$ cat src/rtl/mult_pkg.sv
// mult_pkg: shared FSM state type and default sizing for the sequential multiplier
package mult_pkg;
    typedef enum logic [1:0] {IDLE, RUN, DONE} state_t;
    localparam int WIDTH_DEF = 8;
    localparam int CNT_W_DEF = $clog2(WIDTH_DEF + 1);
endpackage

$ cat src/rtl/mult_seq_if.sv
// mult_seq_if: operand/result handshake bundle between a producer/consumer and mult_seq
interface mult_seq_if import mult_pkg::*; #(parameter int WIDTH = WIDTH_DEF);
    logic               in_valid;
    logic               in_ready;
    logic [WIDTH-1:0]   mcand;
    logic [WIDTH-1:0]   mplier;
    logic               out_valid;
    logic               out_ready;
    logic [2*WIDTH-1:0] product;
    logic               busy;
    modport master (
        output in_valid, mcand, mplier, out_ready,
        input  in_ready, out_valid, product, busy
    );
    modport slave (
        input  in_valid, mcand, mplier, out_ready,
        output in_ready, out_valid, product, busy
    );
endinterface

$ cat src/rtl/mult_step.sv
// mult_step: one combinational add-and-shift iteration of {acc, B} given multiplicand A
module mult_step import mult_pkg::*; #(parameter int WIDTH = WIDTH_DEF) (
    input  logic [WIDTH-1:0]   i_a,
    input  logic [2*WIDTH-1:0] i_acc,
    input  logic [WIDTH-1:0]   i_b,
    output logic [2*WIDTH-1:0] o_acc,
    output logic [WIDTH-1:0]   o_b
);
    logic [WIDTH:0] w_sum;
    // add A into the upper half when B[0] is set, then shift {carry, acc, B} right by one
    always_comb begin
        w_sum = {1'b0, i_acc[2*WIDTH-1:WIDTH]} + {1'b0, (i_b[0] ? i_a : {WIDTH{1'b0}})};
        o_acc = {w_sum, i_acc[WIDTH-1:1]};
        o_b   = {i_acc[0], i_b[WIDTH-1:1]};
    end
endmodule

$ cat src/rtl/mult_seq.sv
// mult_seq: shift-and-add multiplier, one partial product per clock; MULT_SIGNED_EN selects two's-complement operands
module mult_seq import mult_pkg::*; #(parameter int WIDTH = WIDTH_DEF) (
    input logic       clk,
    input logic       reset,
    mult_seq_if.slave bus
);
    localparam int CW = $clog2(WIDTH + 1);
    state_t             r_state, w_next;
    logic [WIDTH-1:0]   r_a, r_b, w_b, w_op_a, w_op_b;
    logic [2*WIDTH-1:0] r_acc, w_acc, r_product, w_result;
    logic [CW-1:0]      r_cnt;
    logic               w_accept, w_last;

    assign w_accept = (r_state == IDLE) && bus.in_valid;
    assign w_last   = (r_state == RUN) && (r_cnt == CW'(WIDTH - 1));
    assign bus.product = r_product;

`ifdef MULT_SIGNED_EN
    logic r_sign;
    // magnitudes go into the unsigned core; the most negative value still fits in WIDTH bits
    assign w_op_a   = bus.mcand[WIDTH-1]  ? -bus.mcand  : bus.mcand;
    assign w_op_b   = bus.mplier[WIDTH-1] ? -bus.mplier : bus.mplier;
    assign w_result = r_sign ? -w_acc : w_acc;
    // result sign captured at accept, applied when the product is loaded
    always_ff @(posedge clk) begin
        if (reset)
            r_sign <= 1'b0;
        else if (w_accept)
            r_sign <= bus.mcand[WIDTH-1] ^ bus.mplier[WIDTH-1];
    end
`else
    assign w_op_a   = bus.mcand;
    assign w_op_b   = bus.mplier;
    assign w_result = w_acc;
`endif

    mult_step #(.WIDTH(WIDTH)) u_step (
        .i_a   (r_a),
        .i_acc (r_acc),
        .i_b   (r_b),
        .o_acc (w_acc),
        .o_b   (w_b)
    );

    // state register; reset discards any in-flight operation
    always_ff @(posedge clk) begin
        if (reset)
            r_state <= IDLE;
        else
            r_state <= w_next;
    end

    // next state and handshake outputs decoded from the registered state only
    always_comb begin
        w_next        = r_state;
        bus.in_ready  = 1'b0;
        bus.busy      = 1'b0;
        bus.out_valid = 1'b0;
        case (r_state)
            IDLE: begin
                bus.in_ready = 1'b1;
                w_next       = bus.in_valid ? RUN : IDLE;
            end
            RUN: begin
                bus.busy = 1'b1;
                w_next   = w_last ? DONE : RUN;
            end
            DONE: begin
                bus.out_valid = 1'b1;
                w_next        = bus.out_ready ? IDLE : DONE;
            end
            default: w_next = IDLE;
        endcase
    end

    // operand latch, iteration and product load
    always_ff @(posedge clk) begin
        if (reset) begin
            r_a       <= '0;
            r_b       <= '0;
            r_acc     <= '0;
            r_cnt     <= '0;
            r_product <= '0;
        end else if (w_accept) begin
            r_a   <= w_op_a;
            r_b   <= w_op_b;
            r_acc <= '0;
            r_cnt <= '0;
        end else if (r_state == RUN) begin
            r_acc <= w_acc;
            r_b   <= w_b;
            r_cnt <= r_cnt + 1'b1;
            if (w_last)
                r_product <= w_result;
        end
    end
endmodule

$ cat src/flat_wrapper.sv
// flat-port wrapper written by rule: the top's interface ports become plain ports
module mult_seq_flat import mult_pkg::*;
#(parameter int WIDTH = WIDTH_DEF)
  (clk, reset, bus_in_valid, bus_mcand, bus_mplier, bus_out_ready, bus_in_ready, bus_out_valid, bus_product, bus_busy);
  mult_seq_if #(.WIDTH(WIDTH)) bus_i ();
  input logic clk;
  input logic reset;
  input wire logic [$bits(bus_i.in_valid)-1:0] bus_in_valid;
  input wire logic [$bits(bus_i.mcand)-1:0] bus_mcand;
  input wire logic [$bits(bus_i.mplier)-1:0] bus_mplier;
  input wire logic [$bits(bus_i.out_ready)-1:0] bus_out_ready;
  output wire logic [$bits(bus_i.in_ready)-1:0] bus_in_ready;
  output wire logic [$bits(bus_i.out_valid)-1:0] bus_out_valid;
  output wire logic [$bits(bus_i.product)-1:0] bus_product;
  output wire logic [$bits(bus_i.busy)-1:0] bus_busy;
  assign bus_i.in_valid = bus_in_valid;
  assign bus_i.mcand = bus_mcand;
  assign bus_i.mplier = bus_mplier;
  assign bus_i.out_ready = bus_out_ready;
  assign bus_in_ready = bus_i.in_ready;
  assign bus_out_valid = bus_i.out_valid;
  assign bus_product = bus_i.product;
  assign bus_busy = bus_i.busy;
  mult_seq #(.WIDTH(WIDTH)) u_core (.clk(clk), .reset(reset), .bus(bus_i));
endmodule
$ cat config.mk
export PLATFORM = sky130hd
export DESIGN_NAME = mult_seq_flat
export DESIGN_NICKNAME = d
export VERILOG_FILES = /design/src/rtl/mult_pkg.sv /design/src/rtl/mult_seq_if.sv /design/src/rtl/mult_step.sv /design/src/rtl/mult_seq.sv /design/src/flat_wrapper.sv
export SDC_FILE = /design/constraint.sdc
export NUM_CORES = 1
export LEC_CHECK = 0
export ABC_AREA = 1
export CAP_MARGIN = 5
export CORE_MARGIN = 5
export CORE_UTILIZATION = 30
export DETAILED_ROUTE_END_ITERATION = 10
export REMOVE_ABC_BUFFERS = 1
export SYNTH_ARGS = -nofsm -noshare
export SYNTH_HDL_FRONTEND = slang
export SYNTH_SLANG_ARGS = --single-unit
$ cat constraint.sdc
create_clock -name clk -period 1.6 [get_ports clk]
set_input_delay 0.32 -clock clk [delete_from_list [all_inputs] [get_ports clk]]
set_output_delay 0.32 -clock clk [all_outputs]
set_load 0.01 [all_outputs]
# ---- Yosys cells after proc, flatten, opt, wreduce, memory -nomap -nowiden
# Index checks and enable logic that the tools add are counted.
dict set report classes {
  n_mux 10
  reduce_logical 6
  n_eq_ne 3
  addsub 2
  bitwise_logic 1
}
# cell count
set ops {}
lappend ops {{8-bit two-way mux} 3}
lappend ops {{8-bit by 8-bit adder with 9-bit output} 1}
lappend ops {{2-bit case mux with 3 select lines} 1}
lappend ops {{4-bit by 1-bit adder with 4-bit output, second input constant} 1}
lappend ops {{4-bit by 3-bit == test with 1-bit output, second input constant} 1}
lappend ops {{1-bit two-way mux} 4}
lappend ops {{2-bit two-way mux} 2}
lappend ops {{3-bit AND reduction} 1}
lappend ops {{2-bit by 1-bit == test with 1-bit output, second input constant} 1}
lappend ops {{2-bit == test, second input constant} 1}
lappend ops {{1-bit logical AND} 2}
lappend ops {{2-bit logical NOT} 1}
lappend ops {{2-bit nonzero test} 1}
lappend ops {{2-bit OR reduction} 1}
lappend ops {{1-bit NOT} 1}
dict set report word_totals {
  out_inout_bits 19
  inputBits 20
  register_bits 54
  elab_cells 28
}

# ---- Logic depth before layout (Yosys ltp)
# Gate-level depths: netlist of run 1.
dict set report logic_depth {
  ltp_word 4
  ltp_mapped 13
  mapped_depth_nobuf 12
}

# ---- Modules after synthesis
# Synthesis of run 1 repeated with hierarchy kept, for this count alone.
dict set report hier_totals {
  hier_cells 373
  area_unflattened_um2 2686.3
}
# module area_per_inst_um2 seq_area_each_um2 instances cells_per_inst
set by_module_without_submodules {}
lappend by_module_without_submodules {mult_seq 2133.3 1081.0 1 282}
lappend by_module_without_submodules {mult_step 553.0 0.0 1 91}

# ---- Least setup slack after synthesis of run 1
# OpenSTA, ideal clock, no wires.
dict set report synth_path {
  path_type {reg2reg}
  from {reg u_core.r_b[0]}
  to {reg u_core.r_product[11] (netlist: u_core.bus.product[11])}
  n_path_buf 1
  synth_period_minus_slack_ns 1.750
  stages_incl_launch_ff 12
  path_slack_ns -0.150
  required_time_ns 1.485
  arrival_ns 1.635
  setup_ns 0.115
  cell_sequence {dfxtp_1 > clkbuf_1 > nand2_1 > inv_1 > ha_1 > fa_1 > nand2_1 > nand2_1 > nand3b_1 > nand3_1 > o21ai_0 > inv_1}
}
dict set report synth_via {
  elab_chain_len 2
}
# element line
set synth_lines {}
lappend synth_lines {{from (decl)} mult_seq.sv:9} ;# logic [WIDTH-1:0] r_a, r_b, w_b, w_op_a, w_op_b;
lappend synth_lines {{from (signal assigned)} mult_seq.sv:86} ;# r_b <= w_op_b;
lappend synth_lines {{from (signal assigned)} mult_seq.sv:91} ;# r_b <= w_b;
lappend synth_lines {{8-bit two-way mux} mult_step.sv:12} ;# w_sum = {1'b0, i_acc[2*WIDTH-1:WIDTH]} + {1'b0, (i_b[0] ? i_a : {WIDTH{1'b0}})};
lappend synth_lines {{8-bit by 8-bit adder with 9-bit output} mult_step.sv:12}
lappend synth_lines {{to (signal assigned)} mult_seq.sv:94} ;# r_product <= w_result;
lappend synth_lines {{to (decl)} mult_seq.sv:10} ;# logic [2*WIDTH-1:0] r_acc, w_acc, r_product, w_result;
# No other way between the ends.
# A chain may end at the register's enable or synchronous reset.

# ---- Worst setup path in the final report of run 1
dict set report layout_path {
  from {reg u_core.r_b[0]}
  to {reg u_core.r_acc[12]}
}
dict set report layout_via {
  elab_chain_len 2
}
# element line
set layout_lines {}
lappend layout_lines {{8-bit two-way mux} mult_step.sv:12}
lappend layout_lines {{8-bit by 8-bit adder with 9-bit output} mult_step.sv:12}
lappend layout_lines {{to (signal assigned)} mult_seq.sv:90} ;# r_acc <= w_acc;
lappend layout_lines {{to (decl)} mult_seq.sv:10}
# No other way between the ends.

==> Flow_metrics.wiki, run 1 <==
{| class="wikitable"
! Metric !! Value
|-
| Reg2reg path depth || 11
|-
| Reg2Reg Launch Point || u_core.r_b[0]
|-
| Maximum number of pins on one net before global-route repair || 37
|-
| Total congestion overflow after global routing || 0
|-
| Final non-filler cell area || around 3400 um2
|-
| Area of the mapped netlist || between 2000 and 2500 um2
|-
| Main combinational cell family by area after synthesis || simple AND/OR/NAND/NOR gates
|-
| Yosys reg bits || 54
|-
| Height of the chip || between 100 and 150 um
|-
| # diodes || 0
|-
| Die ar. || 10,200 um2
|-
| Longest Clk Path Bufs || 2
|-
| Post-route worst setup slack || -0.000297 ns
|-
| Max Transition Viols Final || 0
|-
| Compound-Gate Fraction of Synth Area || ~11%
|-
| Number of input and output port buffers inserted || 38
|-
| Starting DRT DRC Count || about 70
|-
| Number of ports placed on the die boundary || 39
|-
| Worst-case headroom to the max-slew limit || 81.5%
|-
| Final ANT Viol Nets || 0
|-
| Final weighted congestion in routability-driven placement || 0.862
|-
| End point of the critical path || u_core.r_acc[12]
|-
| Core outline area || between 8000 and 9000 um2
|-
| Drt pass-1 iters || 5
|-
| Number of antenna violations at the first check in global routing || 0
|-
| Arrival time reported for the critical path endpoint || 1.82 ns
|-
| Leakage power || between 1 and 1.5 nW
|-
| Internal reg-to-reg setup slack || -0.0003 ns
|-
| Vias in the first global route || roughly 2,100
|-
| Sequential fraction of the synthesis area || approximately 44%
|-
| Insertion delay to the later sink of the worst-skew pair || 0.32 ns
|-
| Sort of element at the start of the critical path || register
|-
| Number of buffers created by CTS || 5
|-
| Max Freq || ~620 MHz
|-
| Vias per std cell || roughly 4.4
|-
| Wirelength, routed || roughly 6 mm
|-
| Required time of the critical path || 1.82 ns
|-
| Hpwl dp || 4.03 mm
|-
| Routed length per instance || roughly 12 um
|-
| Global-route wire length before repair || approximately 9.7 mm
|-
| Horizontal die dimension || between 100 and 150 um
|-
| Classification of the worst-slack hold path || reg -> reg
|-
| Synthesized-area fraction occupied by adder cells || 5.35%
|-
| Syn Inst Count || between 300 and 400
|-
| Worst IR Drop VDD || between 400 and 500 uV
|-
| Capturing element type of the critical path || register
|-
| Startpoint-to-endpoint class of the critical path || reg -> reg
|-
| Standard-cell rows || 33
|-
| Shortest clock period the worst path allows after layout || 1.60 ns
|-
| Area Overhead vs Synth || 38.8%
|-
| Hold_sp || u_core.bus.product[6]
|-
| Crit path from || u_core.r_b[0]
|-
| Final worst-path cycle share || 100%
|-
| Simple logic cell fraction of the synthesized area || between 30% and 40%
|-
| Initial core utilization || a little under a third
|-
| H-tree levels || 2
|-
| Mean cell area of the mapped netlist || 7.15 um2
|-
| Pre-CTS setup slack || -0.106 ns
|-
| Total power || about 2.7 mW
|-
| Remaining design rule violation count || 0
|-
| Final setup violation count || 1
|-
| Net count, final || roughly 430
|-
| Number of unique standard cell types used by synthesis || 30
|-
| MaxCap Viol Count || 0
|-
| Global Route Usage Sum || a little under an eighth
|-
| Placed Instance Area || 3050 um2
|-
| Slew at the pin closest to its max-slew limit || between 0.2 and 0.3 ns
|-
| Multiplexer share of the synthesized area || 0%
|-
| Total number of vias || about 2,200
|-
| XOR/XNOR Fraction of Synth Area || 0.706%
|-
| Failing checks || setup timing
|-
| Endpoint of the worst register-to-register path || u_core.r_acc[12]
|-
| Power density normalized to cell area || 796 nW/um2
|-
| Clk slew on worst S/H paths || roughly 0.10 ns
|-
| Largest driver fanout on the critical path || 5
|-
| TritonCTS clock tree || done
|-
| Number of warnings issued by yosys || 0
|-
| Run status || finished with violations
|-
| Skew final || approximately 0.013 ns
|-
| Unrepaired setup endpoints after global routing || yes
|-
| Clock root buffer || clkbuf_8
|-
| Fraction of layout cells with a size suffix above 1 || between 20 and 25%
|-
| Hold Violations, Final || 0
|-
| Clock tree sinks || 54
|-
| Hold-fix buffer count after cts || 0
|}
final cells by class:
class | count | area, um2
well taps | 105 | 131
clock inverters | 3 | 45.0
flip-flops and latches | 54 | 1090
repair buffers | 56 | 553
fillers | 836 | 4690
multi-input cells | 243 | 1410
clock buffers | 5 | 68.8
inverters | 38 | 151
cells by family (layout without fill, tap and decap cells):
| group | count (synthesis) | count (layout) |
|---|---|---|
| and+or+nand+nor | 181 | 181 |
| DFF | 54 | 54 |
| AOI/OAI and AO/OA | 50 | 50 |
| buffers and inverters | 50 | 102 |
| adders and majority gates | 10 | 10 |
| xor gates and xnor gates | 2 | 2 |
layout by cell type (no fill, tap or decap), drive strengths merged, types with 5 or more instances in the layout:
cell | Yosys | layout
nand2 | 107 | 107
dfxtp | 54 | 54
clkdlybuf4s50 | 0 | 33
o21ai | 14 | 14
ha | 9 | 9
clkbuf | 3 | 5
buf | 9 | 18
nor2 | 50 | 50
inv | 36 | 36
a31oi | 8 | 8
a21oi | 25 | 25
nand3 | 17 | 17
worst max-delay path, stage by stage (launching register included):
cell	delay [ns]
dfxtp_4	0.37
buf_6	0.13
nand2_2	0.06
inv_2	0.04
ha_4	0.26
buf_6	0.10
nand2_4	0.04
nand3b_1	0.19
nand3_2	0.11
nand3_2	0.11
nand2_1	0.07
inv_1	0.03
worst min path at each step:
stage | end | cells after the start
floorplan | u_core.bus.product[0] | 1
global placement | u_core.bus.product[6] | 2
detailed placement | u_core.bus.product[3] | 2
CTS | u_core.bus.product[7] | 2
global route | u_core.bus.product[1] | 2
finish | u_core.bus.product[6] | 2
layer usage:
metal | global-route usage [%] | part of all wire, %
met2 | 17.6 | 45
met5 | 0 | 0
met1 | 16.6 | 50
met4 | 5.11 | 1.6
met3 | 2.15 | 4.0
registers in the layout, indices dropped and copies added, names as in the netlist:
| signal | cells |
|---|---|
| u_core.r_acc | 16 |
| u_core.r_state | 2 |
| u_core.r_b | 8 |
| u_core.bus.product | 16 |
| u_core.r_cnt | 4 |
| u_core.r_a | 8 |
repair_timing:
action | in CTS | in global routing
buffers inserted | 0 | 3
pin swaps | 8 | 23
gates resized for setup | 24 | 43
setup endpoints to repair | 21 | 21
cells in the mapped netlist (all sizes together):
cell type	count	share of area, %
nand3	17	3.4
nand3b	3	0.91
clkbuf	3	0.45
nor2	50	8.4
buf	9	2.7
fa	1	0.81
o21ai	14	2.8
inv	36	5.8
ha	9	4.5
o21a	1	0.30
o211ai	2	0.61
or2	2	0.50
a21oi	25	5.0
a31oi	8	2.0
xnor2	1	0.35
dfxtp	54	44
nand4	1	0.25
nor3	1	0.20
xor2	1	0.35
nand2	107	17
clkinv	2	0.30
stage by stage:
step / hold WS, ns / TNS, ns / util (%) / cells
2_1_floorplan: 0.389 / -0.192 / - / 335
5_1_grt: 0.486 / -0.531 / 42.3 / 504
6_report: 0.463 / -0.000297 / 42.3 / 504
4_1_cts: 0.470 / 0 / 40.0 / 501
3_3_place_gp: 0.450 / -0.338 / 37.5 / 493
3_5_place_dp: 0.455 / -0.505 / 37.5 / 493
power by group:
group | total [mW] | internal (mW) | switching, mW | leakage (nW)
logic | 0.371 | 0.173 | 0.198 | 0.944
clock network | 0.942 | 0.466 | 0.475 | 0.0504
registers | 1.43 | 1.39 | 0.0370 | 0.440
total | 2.74 | 2.03 | 0.711 | 1.43
(Power assumes the default switching activity.)
==> run 2: changes to the inputs <==
==> constraint.sdc (replaced) <==
create_clock -name clk -period 1.6 [get_ports clk]
set_input_delay 0.32 -clock clk [delete_from_list [all_inputs] [get_ports clk]]
set_output_delay 0.32 -clock clk [all_outputs]
set_load 0.1 [all_outputs]
==> run 2 against run 1 <==
Effect of this change: the flow still finishes with violations (setup timing); sequential share of layout area decreased by 1.2 points; total power decreased by 3.0%; cell count grew 0.40%; clock-buffer cell count unchanged; via count up 1.2%; utilization increased by 1.5 points; wire length decreased by 0.17%; flip-flop and latch count stayed put; global-route usage down 0.51 points; fmax shrank 0.15%.
==> Flow_metrics.wiki, run 2 (synthesis gave the netlist of run 1 again) <==
{| class="wikitable"
! Metric !! Value
|-
| Global-route wire length before repair || roughly 9.4 mm
|-
| # diodes || 0
|-
| Commonest cells after routing, fill and taps aside || nand2_1 (91), dfxtp_1 (52), nor2_1 (44)
|-
| Clock root buffer || clkbuf_8
|-
| Leakage power || about 1.5 nW
|-
| Skew final || 0.00967 ns
|-
| Total power || between 2 and 3 mW
|-
| Global Route Usage Sum || between 10 and 15%
|-
| Slew at the pin closest to its max-slew limit || around 0.29 ns
|-
| Final ANT Viol Nets || 0
|-
| Number of antenna violations at the first check in global routing || 0
|-
| Longest Clk Path Bufs || 2
|-
| Number of placed cells counting well taps || 495
|-
| Area Overhead vs Synth || 43.8%
|-
| Unrepaired setup endpoints after global routing || yes
|-
| Remaining design rule violation count || 0
|-
| Sort of element at the start of the critical path || register
|-
| Final non-filler cell area || 3570 um2
|-
| Insertion delay to the later sink of the worst-skew pair || just over 0.3 ns
|-
| Run status || finished with violations
|-
| Wirelength, routed || a little under 6 mm
|-
| Startpoint-to-endpoint class of the critical path || reg -> reg
|-
| Endpoint of the worst register-to-register path || u_core.r_acc[13]
|-
| Final weighted congestion in routability-driven placement || ~0.84
|-
| Arrival time reported for the critical path endpoint || 1.87 ns
|-
| Worst-case headroom to the max-slew limit || between 80 and 90%
|-
| Most common cell after layout, fill and taps aside || nand2_1
|-
| Vias in the first global route || 2,075
|-
| Number of ports placed on the die boundary || 39
|-
| Max Freq || 624 MHz
|-
| Internal reg-to-reg setup slack || -0.003 ns
|-
| Routed length per instance || roughly 12 um
|-
| Crit path from || u_core.r_b[0]
|-
| Initial core utilization || 30.5%
|-
| Hold-fix buffer count after cts || 0
|-
| Maximum number of pins on one net before global-route repair || 26
|-
| TritonCTS clock tree || done
|-
| Failing checks || setup timing
|-
| Capturing element type of the critical path || register
|-
| Starting DRT DRC Count || 131
|-
| Final worst-path cycle share || 100%
|-
| Final setup violation count || 1
|-
| Drt pass-1 iters || 4
|-
| Clk slew on worst S/H paths || 0.11 ns
|-
| Die ar. || around 10,000 um2
|-
| Reg2reg path depth || 11
|-
| Placed Instance Area || between 3000 and 4000 um2
|-
| Worst hold slack || about 0.5 ns
|-
| Classification of the worst-slack hold path || reg -> reg
|-
| Hpwl dp || 4.13 mm
|-
| Net count, final || 430
|-
| H-tree levels || 2
|-
| Post-route non-filler standard cell count || 506
|-
| Post-route worst setup slack || -0.00267 ns
|-
| Largest driver fanout on the critical path || 4
|-
| MaxCap Viol Count || 0
|-
| Sum Neg Setup Slack || -0.00267 ns
|-
| Standard-cell rows || 33
|-
| Core outline area || about 8000 um2
|-
| Height of the chip || approximately 100 um
|-
| Power density normalized to cell area || 745 nW/um2
|-
| Required time of the critical path || 1.86 ns
|-
| Total number of vias || around 2,200
|-
| Horizontal die dimension || just over 100 um
|-
| Worst IR Drop VDD || 404 uV
|-
| Reg2Reg Launch Point || u_core.r_b[0]
|-
| Shortest clock period the worst path allows after layout || roughly 1.6 ns
|-
| Number of input and output port buffers inserted || 38
|-
| Clock tree sinks || 54
|-
| Total congestion overflow after global routing || 0
|-
| Hold Violations, Final || 0
|-
| Max Transition Viols Final || 0
|-
| Vias per std cell || around 4.4
|-
| End point of the critical path || u_core.r_acc[13]
|-
| Number of buffers created by CTS || 5
|-
| Fraction of layout cells with a size suffix above 1 || 25.7%
|}
==> run 2: layout make-up <==
class	count	area (um2)
fill	785	4570
multi-input combinational	243	1370
sequential	54	1080
timing repair buffer	57	721
inverter	38	159
tap	105	131
clock buffer	5	68.8
clock inverter	3	28.8
timing repair inverter	1	6.26
==> run 2: report_power, final <==
group | total (mW) | internal (mW) | switching [mW]
logic | 0.410 | 0.180 | 0.230
registers | 1.43 | 1.39 | 0.0365
clock network | 0.819 | 0.329 | 0.490
==> run 2: stage by stage <==
step / worst slack (ns) / util, %
2_1_floorplan: -0.424 / -
3_3_place_gp: -0.0861 / 39.7
3_5_place_dp: -0.134 / 39.7
4_1_cts: -0.00284 / 41.8
5_1_grt: -0.0993 / 43.9
6_report: -0.00267 / 43.9
==> run 2: worst min-delay path by stage <==
| stage | start | endpoint | slack [ns] | cells past startpoint |
|---|---|---|---|---|
| after detailed placement | u_core.r_b[7] | u_core.r_b[7] | 0.47 | 2 |
| final | u_core.r_acc[7] | u_core.r_acc[6] | 0.49 | 2 |
| after global placement | u_core.r_b[1] | u_core.r_b[1] | 0.46 | 2 |
| after global routing | u_core.r_acc[7] | u_core.r_acc[6] | 0.51 | 2 |
| after floorplan | reset | u_core.bus.product[0] | 0.39 | 1 |
| after CTS | u_core.r_acc[7] | u_core.r_acc[6] | 0.48 | 2 |
==> run 2: what timing repair did <==
item	4_1_cts	5_1_grt
setup endpoints to repair	13	20
pin swaps	5	14
gates resized for setup	15	39
setup buffers	1	1
cloned	1	0
==> run 2: metal layers <==
metal,track usage (%),vias to the layer above,share of wire (%)
li1,-,1197,-
met1,16.1,1000,49
met2,17.0,42,46
met3,2.49,2,4.0
met4,3.48,0,0.74
met5,0,-,0
==> run 2: critical path, cell delays in order, from the launching register on <==
cell	delay, ns
dfxtp_2	0.35
buf_4	0.13
nand2_2	0.06
inv_2	0.06
fa_2	0.37
nand2_2	0.10
nand2_4	0.07
nand3_2	0.08
nand3_1	0.14
nand3_2	0.11
nand2_1	0.05
inv_1	0.04
